<file path="src/rtl/ram_capture_ctrl_pkg.sv">
// Shared definitions for the capture controller and the RAM placed beside it:
// default geometry of the capture buffer and the controller state encoding.
package ram_capture_ctrl_pkg;

  localparam int unsigned DEF_RAM_WIDTH = 22;
  localparam int unsigned DEF_RAM_DEPTH = 1024;
  localparam int unsigned DEF_ADDR_SIZE = 11;
  localparam int unsigned DEF_SAMPLE_W  = 14;
  localparam int unsigned DEF_TAG_W     = DEF_RAM_WIDTH - DEF_SAMPLE_W;

  typedef enum logic [1:0] {
    S_IDLE    = 2'd0,
    S_CAPTURE = 2'd1,
    S_FULL    = 2'd2,
    S_READ    = 2'd3
  } cap_state_e;

endpackage

</file>
<file path="src/rtl/ram_capture_ctrl.sv">
// Single-shot capture buffer controller. Once armed it writes tagged samples
// into an external RAM until RAM_DEPTH words are stored, holds them until the
// consumer starts reading, then streams them back out in address order.
//
// Ports
//   clk, rst_n          clock, synchronous active-low reset
//   arm                 start a capture from IDLE
//   s_valid/s_sample/s_tag  sample strobe, value and tag
//   rd_req              consumer request for the next stored word
//   ram_wr_enb/ram_rd_enb/ram_addr/ram_data_in  RAM control (combinational)
//   ram_data_out        RAM read data, one cycle after ram_rd_enb
//   rd_valid/rd_data    word returned to the consumer
//   busy                capturing or reading
//   full                buffer holds a complete, unread capture
module ram_capture_ctrl
  import ram_capture_ctrl_pkg::*;
#(
  parameter int unsigned RAM_WIDTH = DEF_RAM_WIDTH,
  parameter int unsigned RAM_DEPTH = DEF_RAM_DEPTH,
  parameter int unsigned ADDR_SIZE = DEF_ADDR_SIZE,
  parameter int unsigned SAMPLE_W  = DEF_SAMPLE_W,
  localparam int unsigned TAG_W    = RAM_WIDTH - SAMPLE_W
) (
  input  logic                 clk,
  input  logic                 rst_n,
  input  logic                 arm,
  input  logic                 s_valid,
  input  logic [SAMPLE_W-1:0]  s_sample,
  input  logic [TAG_W-1:0]     s_tag,
  input  logic                 rd_req,
  output logic                 ram_wr_enb,
  output logic                 ram_rd_enb,
  output logic [ADDR_SIZE-1:0] ram_addr,
  output logic [RAM_WIDTH-1:0] ram_data_in,
  input  logic [RAM_WIDTH-1:0] ram_data_out,
  output logic                 rd_valid,
  output logic [RAM_WIDTH-1:0] rd_data,
  output logic                 busy,
  output logic                 full
);

  localparam logic [ADDR_SIZE-1:0] LAST_ADDR = ADDR_SIZE'(RAM_DEPTH - 1);

  cap_state_e           state, state_nxt;
  logic [ADDR_SIZE-1:0] wr_ptr, wr_ptr_nxt;
  logic [ADDR_SIZE-1:0] rd_ptr, rd_ptr_nxt;
  logic [RAM_WIDTH-1:0] rd_data_q;

  // State, pointers and the read-return pipeline stage
  always_ff @(posedge clk) begin
    if (!rst_n) begin
      state     <= S_IDLE;
      wr_ptr    <= '0;
      rd_ptr    <= '0;
      rd_valid  <= 1'b0;
      rd_data_q <= '0;
    end else begin
      state    <= state_nxt;
      wr_ptr   <= wr_ptr_nxt;
      rd_ptr   <= rd_ptr_nxt;
      rd_valid <= ram_rd_enb;
      if (rd_valid) begin
        rd_data_q <= ram_data_out;
      end
    end
  end

  // RAM data is only available in the return cycle, so pass it straight
  // through then and keep the captured copy during gaps.
  assign rd_data = rd_valid ? ram_data_out : rd_data_q;

  // Next state, pointer updates and RAM strobes
  always_comb begin
    state_nxt   = state;
    wr_ptr_nxt  = wr_ptr;
    rd_ptr_nxt  = rd_ptr;
    ram_wr_enb  = 1'b0;
    ram_rd_enb  = 1'b0;
    ram_addr    = '0;
    ram_data_in = '0;
    busy        = 1'b0;
    full        = 1'b0;

    case (state)
      S_IDLE: begin
        if (arm) begin
          state_nxt  = S_CAPTURE;
          wr_ptr_nxt = '0;
        end
      end

      S_CAPTURE: begin
        busy = 1'b1;
        if (s_valid) begin
          ram_wr_enb  = 1'b1;
          ram_addr    = wr_ptr;
          ram_data_in = {s_tag, s_sample};
          // Pointer parks on the last address; no wrap, no overwrite
          if (wr_ptr == LAST_ADDR) begin
            state_nxt = S_FULL;
          end else begin
            wr_ptr_nxt = wr_ptr + ADDR_SIZE'(1);
          end
        end
      end

      S_FULL: begin
        full = 1'b1;
        if (rd_req) begin
          state_nxt  = S_READ;
          rd_ptr_nxt = '0;
        end
      end

      S_READ: begin
        busy = 1'b1;
        if (rd_req) begin
          ram_rd_enb = 1'b1;
          ram_addr   = rd_ptr;
          if (rd_ptr == LAST_ADDR) begin
            state_nxt = S_IDLE;
          end else begin
            rd_ptr_nxt = rd_ptr + ADDR_SIZE'(1);
          end
        end
      end

      default: begin
        state_nxt = S_IDLE;
      end
    endcase
  end

endmodule

</file>
<file path="config.mk">
export PLATFORM = sky130hd
export DESIGN_NAME = ram_capture_ctrl
export DESIGN_NICKNAME = d
export VERILOG_FILES = /design/src/rtl/ram_capture_ctrl_pkg.sv /design/src/rtl/ram_capture_ctrl.sv
export SDC_FILE = /design/constraint.sdc
export NUM_CORES = 1
export LEC_CHECK = 0
export BUFFER_PORTS_ARGS = -buffer_cell sky130_fd_sc_hd__buf_4
export CORE_MARGIN = 2
export CORE_UTILIZATION = 50
export DETAILED_ROUTE_END_ITERATION = 7
export PLACE_DENSITY = 0.82
export SETUP_SLACK_MARGIN = 0.05
export SLEW_MARGIN = 40
export SYNTH_ARGS = -nofsm -noshare
export SYNTH_HDL_FRONTEND = slang
export SYNTH_SLANG_ARGS = --single-unit
</file>
<file path="constraint.sdc">
create_clock -name clk -period 3.2 [get_ports clk]
set_input_delay 0.64 -clock clk [delete_from_list [all_inputs] [get_ports clk]]
set_output_delay 0.64 -clock clk [all_outputs]
set_load 0.005 [all_outputs]
</file>
==> impl_metrics.sql <==
INSERT INTO impl_metrics (metric_group, metric, value, unit) VALUES
('synthesis', 'synth-edff-count', '0', ''),
('placed_design', 'place_area', '0.00339', 'mm^2'),
('power', 'cellLeakagePower', '1.65', 'nW'),
('finish', 'final_layout_size_suffix_gt1_share', '40.4', '%'),
('sta', 'clock-skew-final', '0.0109', 'ns'),
('sta', 'max_slew.worst_pin.slew', '0.590', 'ns'),
('sta', 'rsz0062_at_grt', 'false', ''),
('finish', 'syn_to_final_growth', '37.2', '%'),
('status', 'status', 'complete, no violations', ''),
('floorplan', 'num_io_pins', '109', ''),
('clock_network', 'cts_inserted_buffers', '5', ''),
('routing', 'drt-met1-wl', '2700', 'um'),
('sta', 'post-route-min-period', '2.68', 'ns'),
('routing', 'met2RoutedLength', '2990', 'um'),
('grt', 'number_of_global_route_vias_before_repair', '2249', ''),
('routing', 'wl_per_cell', '14.2', 'um'),
('grt', 'grt_pass1_wl', '9800', 'um'),
('worst_setup_path', 'reg2reg_to', 'rd_ptr[5]', ''),
('clock_network', 'number_of_resized_instances_in_the_post_cts_repair_step', '0', ''),
('synthesis', 'synth_cell_types', '50', ''),
('floorplan', 'coreArea', '0.00501', 'mm^2'),
('placed_design', 'place.port_buffers', '108', ''),
('clock_network', 'cts_hold_repair.buffers', '0', ''),
('worst_setup_path', 'ff2ff_path_depth', '6', ''),
('power', 'switchingPower', '0.000503', 'W'),
('worst_setup_path', 'critical_path.endpoint_type', 'primary output', ''),
('finish', 'diodes', '0', ''),
('clock_network', 'clk-insertion-delay-late', '0.31', 'ns'),
('finish', 'finalNetCount', '438', ''),
('sta', 'max_freq', '373', 'MHz'),
('sta', 'maxSlewHeadroom', '60.6', '%'),
('synthesis', 'synth_warnings', '0', ''),
('clock_network', 'cts-root-to-sink-buffers', '2', ''),
('power', 'vdd_drop_max', '357', 'uV'),
('routing', 'drt_iter0_drc', '128', ''),
('clock_network', 'cts_tree', 'yes', ''),
('routing', 'postRouteWirelength', '6450', 'um'),
('floorplan', 'core.rowCount', '26', ''),
('worst_setup_path', 'crit_path_start_kind', 'flip-flop', ''),
('clock_network', 'htree_levels', '2', ''),
('sta', 'final_min_period_over_clock_period', '83.8', '%'),
('worst_setup_path', 'timing.critical_path.required', '2.56', 'ns'),
('sta', 'timing.final.hold_violations', '0', ''),
('grt', 'groute.usage.overall', '22.1', '%'),
('synthesis', 'synth_nets', '341', ''),
('sta', 'slew_violations', '0', ''),
('power', 'power_frac_comb', '32.6', '%'),
('worst_setup_path', 'timing.reg2reg.setup_slack', '0.84', 'ns'),
('min_path', 'min_path_cells', '1', ''),
('routing', 'maxUsedRoutingLayer', 'met4', ''),
('worst_setup_path', 'timing.rr.start', 'state[0]', ''),
('synthesis', 'synth-seq-area-share', '36.8', '%'),
('grt', 'gr-total-overflow', '0', ''),
('power', 'power_per_cell_area', '451', 'mW/mm^2'),
('sta', 'hold-worst-slack', '0.501', 'ns'),
('worst_setup_path', 'worstSetupEndpoint', 'ram_addr[1]', ''),
('synthesis', 'synth_async_sr_flop_share', '0', '%'),
('power', 'power.internal', '0.00108', 'W'),
('synthesis', 'synth_area_per_cell', '8.94', 'um^2'),
('placed_design', 'gpl.final_weighted_congestion', '0.895', ''),
('min_path', 'holdCritPathClass', 'flip-flop to flip-flop', ''),
('synthesis', 'seq_cells_post_synth', '47', ''),
('sta', 'final.setup.tns', '0', 'ns'),
('grt', 'grt_max_degree', '40', ''),
('routing', 'routed-wl-met3', '670', 'um'),
('worst_setup_path', 'critical_path_fanout_max', '35', ''),
('sta', 'setup_violations', '0', ''),
('run', 'maxCapViolations', '0', ''),
('synthesis', 'syn-cell-area', '0.00256', 'mm^2'),
('clock_network', 'post_cts_buffers', '0', ''),
('finish', 'layout.cell_area.non_filler', '0.00351', 'mm^2');
[cells by family (layout without fill, tap and decap cells)]
logic type / after synthesis / count (layout) / synth area share [%]
flops: 47 / 47 / 36.8
compound gates: 60 / 60 / 17.7
fa+ha+maj: 6 / 6 / 2.94
mux: 25 / 25 / 10.9
buf+inv: 26 / 124 / 4.31
simple gates: 122 / 122 / 27.4
[state kept, by name (all words and copies together) (netlist names)]
name,flops
state,2
rd_ptr,11
wr_ptr,11
rd_valid,1
rd_data_q,22
[cell type report]
class                   count  area [um^2]
flip-flops and latches     47          941
fillers                   430         1500
well taps                  70         87.6
inverters                   6         22.5
clock buffers               5         68.8
repair buffers            110          826
clock inverters             3         43.8
multi-input cells         213         1520
[metal layers]
| metal | up-vias | global-route usage (%) |
|---|---|---|
| met1 | 1139 | 25.7 |
| met5 | - | 0 |
| met3 | 9 | 5.16 |
| li1 | 1246 | - |
| met2 | 141 | 39.8 |
| met4 | 0 | 7.02 |
[power groups by stage]
stage          clock, W  combinational (W)  sequential [W]
2_1_floorplan         0           0.000317        0.000631
3_3_place_gp          0           0.000500        0.000633
3_5_place_dp          0           0.000513        0.000636
4_1_cts        0.000449           0.000515        0.000622
5_1_grt        0.000474           0.000567        0.000625
6_report       0.000442           0.000516        0.000622
[synth_stat cells, drive strengths merged, types with 7 or more instances]
master | count | area (um^2)
a21oi | 11 | 55.1
a22o | 11 | 97.6
and2 | 24 | 150
and3 | 26 | 164
clkbuf | 16 | 61.3
dfxtp | 47 | 941
mux2 | 22 | 248
nand2 | 21 | 78.8
nand3 | 11 | 67.6
nor2 | 10 | 37.5
nor3 | 7 | 35.0
o21ai | 13 | 65.1
[how the worst min path moves through the flow]
stage | start | endpoint | slack, ns
after global routing | wr_ptr[10] | wr_ptr[10] | 0.51
after floorplan | rd_ptr[10] | rd_ptr[10] | 0.44
after CTS | wr_ptr[10] | wr_ptr[10] | 0.50
final | wr_ptr[10] | wr_ptr[10] | 0.50
after global placement | state[1] | state[1] | 0.48
after detailed placement | rd_ptr[10] | rd_ptr[10] | 0.49
[worst max-delay path: stages, from the launching register on]
cell and delay [ns]:
sky130_fd_sc_hd__dfxtp_1 0.35, sky130_fd_sc_hd__inv_1 0.08, sky130_fd_sc_hd__ha_1 0.14, sky130_fd_sc_hd__buf_4 0.28, sky130_fd_sc_hd__and2_1 0.52, sky130_fd_sc_hd__a22o_1 0.24
sky130_fd_sc_hd__buf_4 0.12
[layout by cell type (no fill, tap or decap), types with 6 or more instances in the layout]
cell	instances
sky130_fd_sc_hd__and2_1	24
sky130_fd_sc_hd__nand2_1	21
sky130_fd_sc_hd__mux2_2	22
sky130_fd_sc_hd__and3_1	25
sky130_fd_sc_hd__a21oi_1	11
sky130_fd_sc_hd__nor2_1	10
sky130_fd_sc_hd__ha_1	6
sky130_fd_sc_hd__dfxtp_1	47
sky130_fd_sc_hd__nand3_1	10
sky130_fd_sc_hd__nor3_1	7
sky130_fd_sc_hd__buf_4	110
sky130_fd_sc_hd__a22o_1	10
sky130_fd_sc_hd__o21ai_0	13
sky130_fd_sc_hd__inv_1	6
[metrics by stage]
step / total power (W) / util [%] / std cells / worst slack, ns
final: 0.00158 / 70.0 / 454 / 0.518
after global routing: 0.00167 / 70.0 / 454 / 0.403
after CTS: 0.00159 / 70.0 / 454 / 0.547
after detailed placement: 0.00115 / 67.7 / 446 / 0.894
after global placement: 0.00113 / 67.5 / 446 / 0.943
after floorplan: 0.000948 / - / 286 / 1.07
Power figures use the tool's default switching activity.
